$ cat config.mk
export PLATFORM = sky130hd
export DESIGN_NAME = kgp_mc_controller
export DESIGN_NICKNAME = d
export VERILOG_FILES = /design/src/rtl/kgp_mc_controller.sv
export SDC_FILE = /design/constraint.sdc
export NUM_CORES = 1
export LEC_CHECK = 0
export ABC_AREA = 1
export CAP_MARGIN = 15
export CORE_MARGIN = 1
export CORE_UTILIZATION = 50
export CTS_CLUSTER_DIAMETER = 100
export DETAILED_ROUTE_END_ITERATION = 8
export DONT_BUFFER_PORTS = 1
export GPL_TIMING_DRIVEN = 0
export PLACE_DENSITY = 0.7
export SLEW_MARGIN = 25
export SYNTH_ARGS = -nofsm -noshare
export SYNTH_HDL_FRONTEND = slang
export SYNTH_SLANG_ARGS = --single-unit
export TNS_END_PERCENT = 1
$ cat constraint.sdc
create_clock -name clk -period 2.8 [get_ports clk]
set_input_delay 0.56 -clock clk [delete_from_list [all_inputs] [get_ports clk]]
set_output_delay 0.56 -clock clk [all_outputs]
set_load 0.05 [all_outputs]
$ cat src/rtl/kgp_mc_controller.sv
// Multicycle CPU control FSM: IF/ID/EX/MEM/WB sequencing, per-request ack timeout, sticky fault state.
// Strobes decode from the registered state plus instruction fields captured in ID; reset forces all outputs low.
module kgp_mc_controller #(
    parameter int DATA_W  = 32,
    parameter int FUNC_W  = 4,
    parameter int TIMEOUT = 15
) (
    input  logic              clk,
    input  logic              reset,
    input  logic [DATA_W-1:0] instr,
    input  logic              imem_ack,
    input  logic              dmem_ack,
    input  logic              cond_ok,
    output logic              imem_req,
    output logic              dmem_rd,
    output logic              dmem_wr,
    output logic              ldir_npc,
    output logic [2:0]        ld_ops,
    output logic [1:0]        alusel,
    output logic [FUNC_W-1:0] alufunc,
    output logic              ldaluout,
    output logic [1:0]        opcond,
    output logic              regwrite,
    output logic              ldlmd,
    output logic              selwb,
    output logic              ldpc,
    output logic              branch,
    output logic [2:0]        state,
    output logic              fault
);
    typedef enum logic [2:0] {
        S_IF    = 3'd0,
        S_ID    = 3'd1,
        S_EX    = 3'd2,
        S_MEM   = 3'd3,
        S_WB    = 3'd4,
        S_FAULT = 3'd7
    } state_t;

    localparam int CNT_W = $clog2(TIMEOUT + 1);
    localparam logic [CNT_W-1:0] CNT_LAST = CNT_W'(TIMEOUT - 1);

    state_t           state_q, state_d;
    logic [CNT_W-1:0] cnt_q, cnt_d;
    logic [1:0]       cls_q, sel_q, cond_q;
    logic [3:0]       func_q;
    logic             is_ld_q, uncond_q;

    logic [5:0] opc, fn;
    logic [3:0] dec_func;
    logic [1:0] dec_sel, dec_cond;
    logic       dec_ill, dec_ld, dec_uncond;
    logic       unused_instr;

    assign opc          = instr[DATA_W-1 -: 6];
    assign fn           = instr[5:0];
    assign unused_instr = ^instr[DATA_W-7:6];

    always_comb begin
        dec_ill    = 1'b0;
        dec_func   = 4'd0;
        dec_sel    = 2'b00;
        dec_cond   = 2'b00;
        dec_ld     = 1'b0;
        dec_uncond = 1'b0;
        case (opc[5:4])
            2'b00: begin
                dec_sel = 2'b10;
                if (fn >= 6'd1 && fn <= 6'd10) dec_func = fn[3:0] - 4'd1;
                else                           dec_ill  = 1'b1;
            end
            2'b01: begin
                dec_sel = 2'b11;
                if (opc <= 6'h19)      dec_func = opc[3:0];
                else if (opc != 6'h1A) dec_ill  = 1'b1;
            end
            2'b10: begin
                dec_sel = 2'b11;
                case (opc)
                    6'h21:   dec_ld  = 1'b1;
                    6'h22:   dec_ld  = 1'b0;
                    default: dec_ill = 1'b1;
                endcase
            end
            default: begin
                dec_sel  = 2'b01;
                dec_func = 4'd10;
                case (opc)
                    6'h30: begin dec_cond = 2'b11; dec_uncond = 1'b1; end
                    6'h31: dec_cond = 2'b01;
                    6'h32: dec_cond = 2'b00;
                    6'h33: dec_cond = 2'b10;
                    default: dec_ill = 1'b1;
                endcase
            end
        endcase
    end

    // The wait counter is zero in every state except while a request is outstanding.
    always_comb begin
        state_d = state_q;
        cnt_d   = '0;
        case (state_q)
            S_IF: begin
                if (imem_ack)               state_d = S_ID;
                else if (cnt_q == CNT_LAST) state_d = S_FAULT;
                else                        cnt_d   = cnt_q + 1'b1;
            end
            S_ID: state_d = dec_ill ? S_FAULT : S_EX;
            S_EX: begin
                case (cls_q)
                    2'b10:   state_d = S_MEM;
                    2'b11:   state_d = S_IF;
                    default: state_d = S_WB;
                endcase
            end
            S_MEM: begin
                if (dmem_ack)               state_d = is_ld_q ? S_WB : S_IF;
                else if (cnt_q == CNT_LAST) state_d = S_FAULT;
                else                        cnt_d   = cnt_q + 1'b1;
            end
            S_WB:    state_d = S_IF;
            S_FAULT: state_d = S_FAULT;
            default: state_d = S_FAULT;
        endcase
    end

    always_ff @(posedge clk or posedge reset) begin
        if (reset) begin
            state_q  <= S_IF;
            cnt_q    <= '0;
            cls_q    <= 2'b00;
            sel_q    <= 2'b00;
            cond_q   <= 2'b00;
            func_q   <= 4'd0;
            is_ld_q  <= 1'b0;
            uncond_q <= 1'b0;
        end else begin
            state_q <= state_d;
            cnt_q   <= cnt_d;
            if (state_q == S_ID) begin
                cls_q    <= opc[5:4];
                sel_q    <= dec_sel;
                cond_q   <= dec_cond;
                func_q   <= dec_func;
                is_ld_q  <= dec_ld;
                uncond_q <= dec_uncond;
            end
        end
    end

    always_comb begin
        imem_req = 1'b0;
        dmem_rd  = 1'b0;
        dmem_wr  = 1'b0;
        ldir_npc = 1'b0;
        ld_ops   = 3'b000;
        alusel   = 2'b00;
        alufunc  = '0;
        ldaluout = 1'b0;
        opcond   = 2'b00;
        regwrite = 1'b0;
        ldlmd    = 1'b0;
        selwb    = 1'b0;
        ldpc     = 1'b0;
        branch   = 1'b0;
        fault    = 1'b0;
        if (!reset) begin
            case (state_q)
                S_IF: begin
                    imem_req = 1'b1;
                    ldir_npc = imem_ack;
                end
                S_ID: ld_ops = 3'b111;
                S_EX: begin
                    ldaluout     = 1'b1;
                    alusel       = sel_q;
                    alufunc[3:0] = func_q;
                    opcond       = cond_q;
                    if (cls_q == 2'b11) begin
                        ldpc   = 1'b1;
                        branch = uncond_q | cond_ok;
                    end
                end
                S_MEM: begin
                    dmem_rd = is_ld_q;
                    dmem_wr = !is_ld_q;
                    ldlmd   = is_ld_q & dmem_ack;
                    ldpc    = !is_ld_q & dmem_ack;
                end
                S_WB: begin
                    regwrite = 1'b1;
                    selwb    = is_ld_q;
                    ldpc     = 1'b1;
                end
                S_FAULT: fault = 1'b1;
                default: ;
            endcase
        end
    end

    assign state = state_q;
endmodule

Word level (Yosys, flattened, before mapping)
Index checks and enable logic that the tools add are counted.

operators by class
  add/subtract/negate cells = 2
  magnitude comparators = 3
  equality and inequality tests = 17
  mux-type cells = 59
  bitwise gates (word level) = 3
  reductions and logical operators = 8

operator list
  operator                                                                             count
  6-bit == test, second input constant                                                 6
  1-bit two-way mux                                                                    32
  4-bit two-way mux                                                                    7
  3-bit two-way mux                                                                    7
  3-bit one-hot mux with 5 select lines                                                1
  4-bit one-hot mux with 3 select lines                                                1
  2-bit two-way mux                                                                    5
  4-bit one-hot mux with 2 select lines                                                1
  2-bit == test, second input constant                                                 3
  3-bit by 2-bit == test with 1-bit output, second input constant                      2
  3-bit == test, second input constant                                                 2
  6-bit by 1-bit greater-or-equal comparator with 1-bit output, second input constant  1
  6-bit by 4-bit less-or-equal comparator with 1-bit output, second input constant     1
  6-bit by 5-bit less-or-equal comparator with 1-bit output, second input constant     1
  6-bit by 5-bit inequality test with 1-bit output, second input constant              1
  1-bit one-hot mux with 3 select lines                                                2
  2-bit one-hot mux with 3 select lines                                                1
  3-bit one-hot mux with 2 select lines                                                1
  4-bit by 1-bit adder with 4-bit output, second input constant                        1
  4-bit == test, second input constant                                                 1
  2-bit one-hot mux with 2 select lines                                                1
  2-bit OR reduction                                                                   2
  4-bit OR reduction                                                                   1
  4-bit by 1-bit subtractor with 4-bit output, second input constant                   1
  9 further kinds                                                                      10

word-level totals
  register bits after elaboration = 19
  input port bits = 37
  output and inout port bits = 25
  word-level logic and storage cells = 100

Logic depth before layout (Yosys ltp)
Gate-level depths: netlist of the first run.

  depth in word-level cells = 6
  mapped depth = 11
  mapped depth without buffers = 11

Worst setup path before layout of the first run
No wires, ideal clock.

  path kind = reg2out
  from = register state_q[1] (netlist: state[1])
  to = output port alufunc[3]
  arrival = 2568 ps
  required time = 2240 ps
  path slack = -328 ps
  cell stages (with the launch flop) = 7
  path buffers = 0
  cells stage by stage = dfrtp_1 inv_2 nor2_4 nand2_2 nor2_1 inv_1 nor2_1

on the way
  longest elaborated chain between the ends = 3

ends and longest elaborated chain
  element                                   RTL line  RTL
  from (decl)                               43        state_t state_q, state_d;
  from (signal assigned)                    139       state_q <= state_d;
  3-bit by 2-bit == test with 1-bit output  169       case (state_q)
  4-bit two-way mux                         169
  4-bit two-way mux                         168       if (!reset) begin
  to (decl)                                 20        output logic [FUNC_W-1:0] alufunc,

Every way passes these cells.

Worst setup path after layout of the first run
  from = register state_q[1] (netlist: state[1])
  to = output port alusel[1]

on the way
  longest elaborated chain between the ends = 3

ends and longest elaborated chain
  element                                   RTL line  RTL
  3-bit by 2-bit == test with 1-bit output  169
  2-bit two-way mux                         169
  2-bit two-way mux                         168
  to (decl)                                 19        output logic [1:0] alusel,

Every way passes these cells.

==> results.tsv, run 1 <==
metric	value	unit
status	complete, no violations	
Layout Cells excl Fill	234	
worst-margin pin slew	0.8827	ns
count leader, synth	nand2_1	
root buffer cell	clkbuf_4	
Power Density	722.2	nW/um^2
Fmax	0.3737	GHz
vias in the first global route	1124	
die height	54.63	um
ys async rst share	100.0	%
RSZ-0062 raised after global routing	false	
crit end category	output pin	
crit path DAT	2.12	ns
Post-Syn Area	1385	um^2
# nets final	247	
clock sinks	19	
crit path kind	reg2out	
DRC viols	0	
H-tree depth	1	
part of the power in registers	46.7	%
post-DP HPWL	2442	um
IO buf count	0	
Hold Path Class	in2async	
Clk Latency, worst-skew pair	0.29	ns
Post-Route Skew	0.008157	ns
Power Internal	0.5777	mW
clock-pin slew on the worst setup and hold paths	0.10	ns
Psw	0.5409	mW
cell area after layout	1549	um^2
share of the yosys chip area belonging to registers	34.33	%
post-synthesis area per instance	6.960	um^2
Multi-input gate area	844.6	um^2
switching share of total power	48.36	%
fin crit share	95.57	%
pins over their slew limit	0	
CTS tree	built	
DP Cell Count	230	
max-cap violations	0	
area post-placement	1481	um^2
DRT iter0 DRCs	25	
combinational share of power	41.5	%
LEAKAGE	0.7693	nW
Yosys reg bits	19	
Die ar.	2984	um^2
final setup vio count	0	
worst-case clock buffer depth	2	
main flop type after synthesis	dfrtp_1	
largest area contributor in the netlist	dfrtp_1	
Synth Instances	199	
initial antenna violation count	0	
Worst Path Max Fanout	4	
Yosys cell types	34	
Layout area overhead	11.83	%
routability cong.	0.8684	
synth top area cells	dfrtp_1, nand2_1, nor2_1	
core box area	2545	um^2
I/O Pins	62	
Starting Density	54.42	%
Synth top cells by count	nand2_1, nor2_1, inv_1	
Vias/cell	5.526	
Detailed Routing Iterations Pass 1	4	
layout cell share with drive strength beyond 1	25.00	%
Via Count	1293	
Critical Path Source Type	register	
synth warn	0	
register area	479.2	um^2
VDD IR max	463.5	uV
row count	18	
Post-synth EDFFs	0	
Hold Buf Count CTS	0	
Rel. slew slack	40.94	%
Num CTS Buffers	3	
Global Route Usage Sum	21.37	%
first-pass GRT wire length	4505	um
final wirelength	2975	um
Final min period	2.676	ns
largest net degree at the start of global routing	22	
Critical Path RT	2.24	ns
Synth Net Count	241	
die width	54.63	um
grt total ovfl	0	
wire per inst	12.71	um
Yosys top cell area share	34.33	%
Clk network pwr share	11.8	%
Ant. Diodes	0	
fill cell count	256	
final hold violation count	0	
antenna-violating nets left	0	
worst max-delay path: stages, from the launching register on:
cell	delay, ns
dfrtp_2	0.58
inv_2	0.13
nor2_4	0.12
nand2_2	0.10
nor2_4	0.31
inv_1	0.26
nor2_4	0.33
metrics by stage:
| step | setup TNS (ns) | power, mW | hold slack (ns) | util, % | worst slack [ns] |
|---|---|---|---|---|---|
| floorplan | -0.9071 | 0.8697 | 0.4482 | - | -0.1823 |
| global placement | -1.855 | 0.9242 | 0.4632 | 56.54 | -0.3810 |
| detailed placement | -1.767 | 0.9729 | 0.4719 | 58.21 | -0.4095 |
| CTS | 0 | 1.125 | 0.2851 | 60.82 | 0.03346 |
| global route | 0 | 1.203 | 0.3176 | 60.87 | 0.02866 |
| finish | 0 | 1.119 | 0.2686 | 60.87 | 0.1240 |
final timing paths:
check,startpoint,endpoint,slack [ns],cells after the start
worst max-delay path,state[1],alusel[1],0.12,6
worst min-delay path,reset,uncond_q,0.27,1
worst max register to register,state[0],state[2],1.30,4
worst min register to register,sel_q[0],sel_q[0],0.49,2
max in group asynchronous,reset,state[2],2.02,1
min in group clk,instr[26],uncond_q,0.34,1
sequential cells by signal, summed over array words and instances, names as in the netlist:
name,cells
state,3
cls_q,2
sel_q,2
is_ld_q,1
cnt_q,4
uncond_q,1
cond_q,2
func_q,4
power by group through the flow:
stage | logic [mW] | clock network (mW) | registers [mW]
global route | 0.518 | 0.149 | 0.536
finish | 0.464 | 0.132 | 0.522
CTS | 0.467 | 0.137 | 0.521
global placement | 0.409 | 0 | 0.515
detailed placement | 0.448 | 0 | 0.525
floorplan | 0.368 | 0 | 0.502
layout make-up:
cell class / instances / area share, %
Multi-Input combinational cell: 143 / 54.52
Sequential cell: 19 / 30.94
Timing Repair Buffer: 1 / 0.4847
Inverter: 33 / 8.401
Clock buffer: 4 / 1.696
Buffer: 4 / 1.535
Tap cell: 30 / 2.423
routing by layer:
layer | part of all wire [%] | GRT usage (%) | wire length (um)
met1 | 43 | 24.78 | 1272
met4 | 1.0 | 8.974 | 30
met3 | 7.1 | 4.167 | 211
met2 | 49 | 37.75 | 1460
met5 | 0 | 0 | 0
what timing repair did:
| item | 4_1_cts | 5_1_grt |
|---|---|---|
| resized for setup | 11 | 1 |
| buffers inserted | 0 | 0 |
| setup endpoints to repair | 8 | 5 |
| pin swaps | 0 | 0 |
cells in the final DEF, fill, tap and decap left out, drive strengths merged:
cell type	synthesis	layout
nand2	50	50
nor2	39	39
inv	32	32
dfrtp	19	19
nand3	17	17
o21ai	11	11
nor3	6	6
ha	5	5
clkbuf	1	5
buf	3	4
o22ai	2	2
xnor2	2	2
nand3b	2	2
nor4	2	2
clkinv	1	1
xor2	1	1
a21oi	1	1
a211oi	1	1
a31oi	1	1
o31ai	1	1
nand4	1	1
o32ai	1	1
cell families after synthesis:
group,share of synthesized area [%]
AND/OR/NAND/NOR,39.30
buffers and inverters,11.11
flip-flops,34.33
AO/OA/AOI/OAI,8.853
adder cells (fa/ha/maj),4.517
XOR/XNOR,1.897
No activity file was read; power rests on OpenSTA's default activity.
==> inputs of run 2 (changes only) <==
--- a/config.mk
+++ b/config.mk
@@ -6,7 +6,7 @@
 export NUM_CORES = 1
 export LEC_CHECK = 0
 export ABC_AREA = 1
-export CAP_MARGIN = 15
+export CAP_MARGIN = 20
 export CORE_MARGIN = 1
 export CORE_UTILIZATION = 50
 export CTS_CLUSTER_DIAMETER = 100
==> results of run 2 <==
Same layout as run 1: the final DEF is identical, and so are final timing and power.
==> inputs of run 3 (changes only) <==
--- a/config.mk
+++ b/config.mk
@@ -7,7 +7,7 @@
 export LEC_CHECK = 0
 export ABC_AREA = 1
 export CAP_MARGIN = 20
-export CORE_MARGIN = 1
+export CORE_MARGIN = 8
 export CORE_UTILIZATION = 50
 export CTS_CLUSTER_DIAMETER = 100
 export DETAILED_ROUTE_END_ITERATION = 8
==> run 3 against run 2 <==
Against the previous run: first-iteration DRC count is 92% higher; non-clock buffer count unchanged; power down 0.45%; global-route usage decreased by 6.7 points; largest power group unchanged; highest routed layer unchanged; die area rose by 58%; register-to-register slack better by 0.05 ns; critical endpoint is now alufunc[3]; via count is 2.9% lower; final area about the same; core utilization fell by 3.2 points.
==> results.tsv, run 3 (synthesis gave the netlist of run 1 again) <==
metric	value	unit
crit path DAT	2.10	ns
die width	68.63	um
crit end category	output pin	
H-tree depth	1	
DRT iter0 DRCs	48	
die height	68.63	um
Reg2Reg Depth	8	
final hold violation count	0	
core box area	2686	um^2
IO buf count	0	
Hold Path Class	in2async	
pre-CTS setup slack	-0.4113	ns
Post-CTS Repair Setup Buffers	0	
Global Route Usage Sum	14.69	%
met2 global-route usage	26.13	%
Die ar.	4710	um^2
Critical Path RT	2.24	ns
RSZ-0062 raised after global routing	false	
Fmax	0.3758	GHz
most frequent cells in the layout	nand2_1, nor2_1, inv_1	
clock sinks	19	
Critical Path Source Type	register	
wire per inst	13.83	um
Post-Route Skew	0.004327	ns
status	complete, no violations	
critical path capture point	alufunc[3]	
DRC viols	0	
RR Startpoint	state[1]	
worst-margin pin slew	0.8937	ns
Vias/cell	5.340	
antenna-violating nets left	0	
row count	19	
initial antenna violation count	0	
Power Density	718.4	nW/um^2
# nets final	247	
vias in the first global route	1283	
pins over their slew limit	0	
Fin Hold WS	0.2908	ns
grt total ovfl	0	
setup ws final	0.1387	ns
post-DP HPWL	2727	um
met3 Usage GRT	2.908	%
VDD IR max	458.6	uV
CTS tree	built	
Num CTS Buffers	3	
Detailed Routing Iterations Pass 1	4	
R2R Path End	cnt_q[1]	
Ant. Diodes	0	
setup slack, reg-to-reg	1.35	ns
Hold Buf Count CTS	0	
crit path kind	reg2out	
Via Count	1255	
layout cell share with drive strength beyond 1	25.00	%
largest net degree at the start of global routing	22	
most common cell after layout, fill and taps aside	nand2_1	
routability cong.	0.8745	
final wirelength	3251	um
root buffer cell	clkbuf_4	
Final min period	2.661	ns
grt met1 use	16.68	%
Clk Latency, worst-skew pair	0.28	ns
Top Usage Layer GRT	met2	
Worst Path Max Fanout	4	
Setup crit start	state[1]	
I/O Pins	62	
LEAKAGE	0.7693	nW
Rel. slew slack	40.20	%
max-cap violations	0	
fin crit share	95.05	%
first-pass GRT wire length	5506	um
Layout area overhead	11.92	%
worst-case clock buffer depth	2	
final setup vio count	0	
clock-pin slew on the worst setup and hold paths	0.10	ns
Starting Density	51.56	%
run 3: cell counts in the layout (fill, tap and decap cells not counted):
No cell type changed its count.
run 3: area by class of cell:
cell class / instances / area (um^2)
fillers: 253 / 1136
multi-input cells: 143 / 844.6
flip-flops and latches: 19 / 479.2
inverters: 33 / 130.1
well taps: 31 / 38.79
clock buffers: 4 / 26.28
plain buffers: 4 / 23.77
repair buffers: 1 / 7.507
run 3: how the worst min path moves through the flow:
stage | startpoint | to | slack (ns) | depth (start not counted)
after floorplan | cnt_q[0] | cnt_q[0] | 0.45 | 1
after global placement | cnt_q[0] | cnt_q[0] | 0.46 | 1
after detailed placement | func_q[2] | func_q[2] | 0.47 | 2
after CTS | reset | cnt_q[2] | 0.29 | 1
after global routing | instr[26] | uncond_q | 0.33 | 1
final | reset | cnt_q[0] | 0.29 | 1
run 3: critical path, cell delays in order, from the launching register on:
cell	delay, ns
dfrtp_2	0.57
inv_2	0.13
nor2_4	0.12
nand2_2	0.10
nor2_4	0.31
inv_1	0.25
nor2_4	0.33
run 3: report_power, final:
part | switching, mW | internal [mW] | leakage [nW]
Clock | 0.0725 | 0.0552 | 0.0150
Combinational | 0.326 | 0.140 | 0.531
Sequential | 0.138 | 0.383 | 0.223
Total | 0.536 | 0.578 | 0.769
run 3: timing repair:
action	in CTS	in global routing
resized for setup	11	1
pin swaps	0	0
endpoints found under the setup margin	12	7
run 3: metrics by stage:
stage | util (%) | TNS, ns | total power [mW] | cells | area, um^2
after floorplan | - | -0.9071 | 0.8697 | 199 | 1401
after global placement | 53.61 | -1.848 | 0.9305 | 230 | 1440
after detailed placement | 55.19 | -1.836 | 0.9738 | 231 | 1483
after CTS | 57.66 | 0 | 1.125 | 235 | 1549
after global routing | 57.71 | 0 | 1.201 | 235 | 1550
final | 57.71 | 0 | 1.114 | 235 | 1550
run 3: layer usage:
layer  wire length (um)  part of all wire [%]
met2               1650                    51
met4                 27                  0.83
met1               1276                    39
met3                297                   9.1
met5                  0                     0
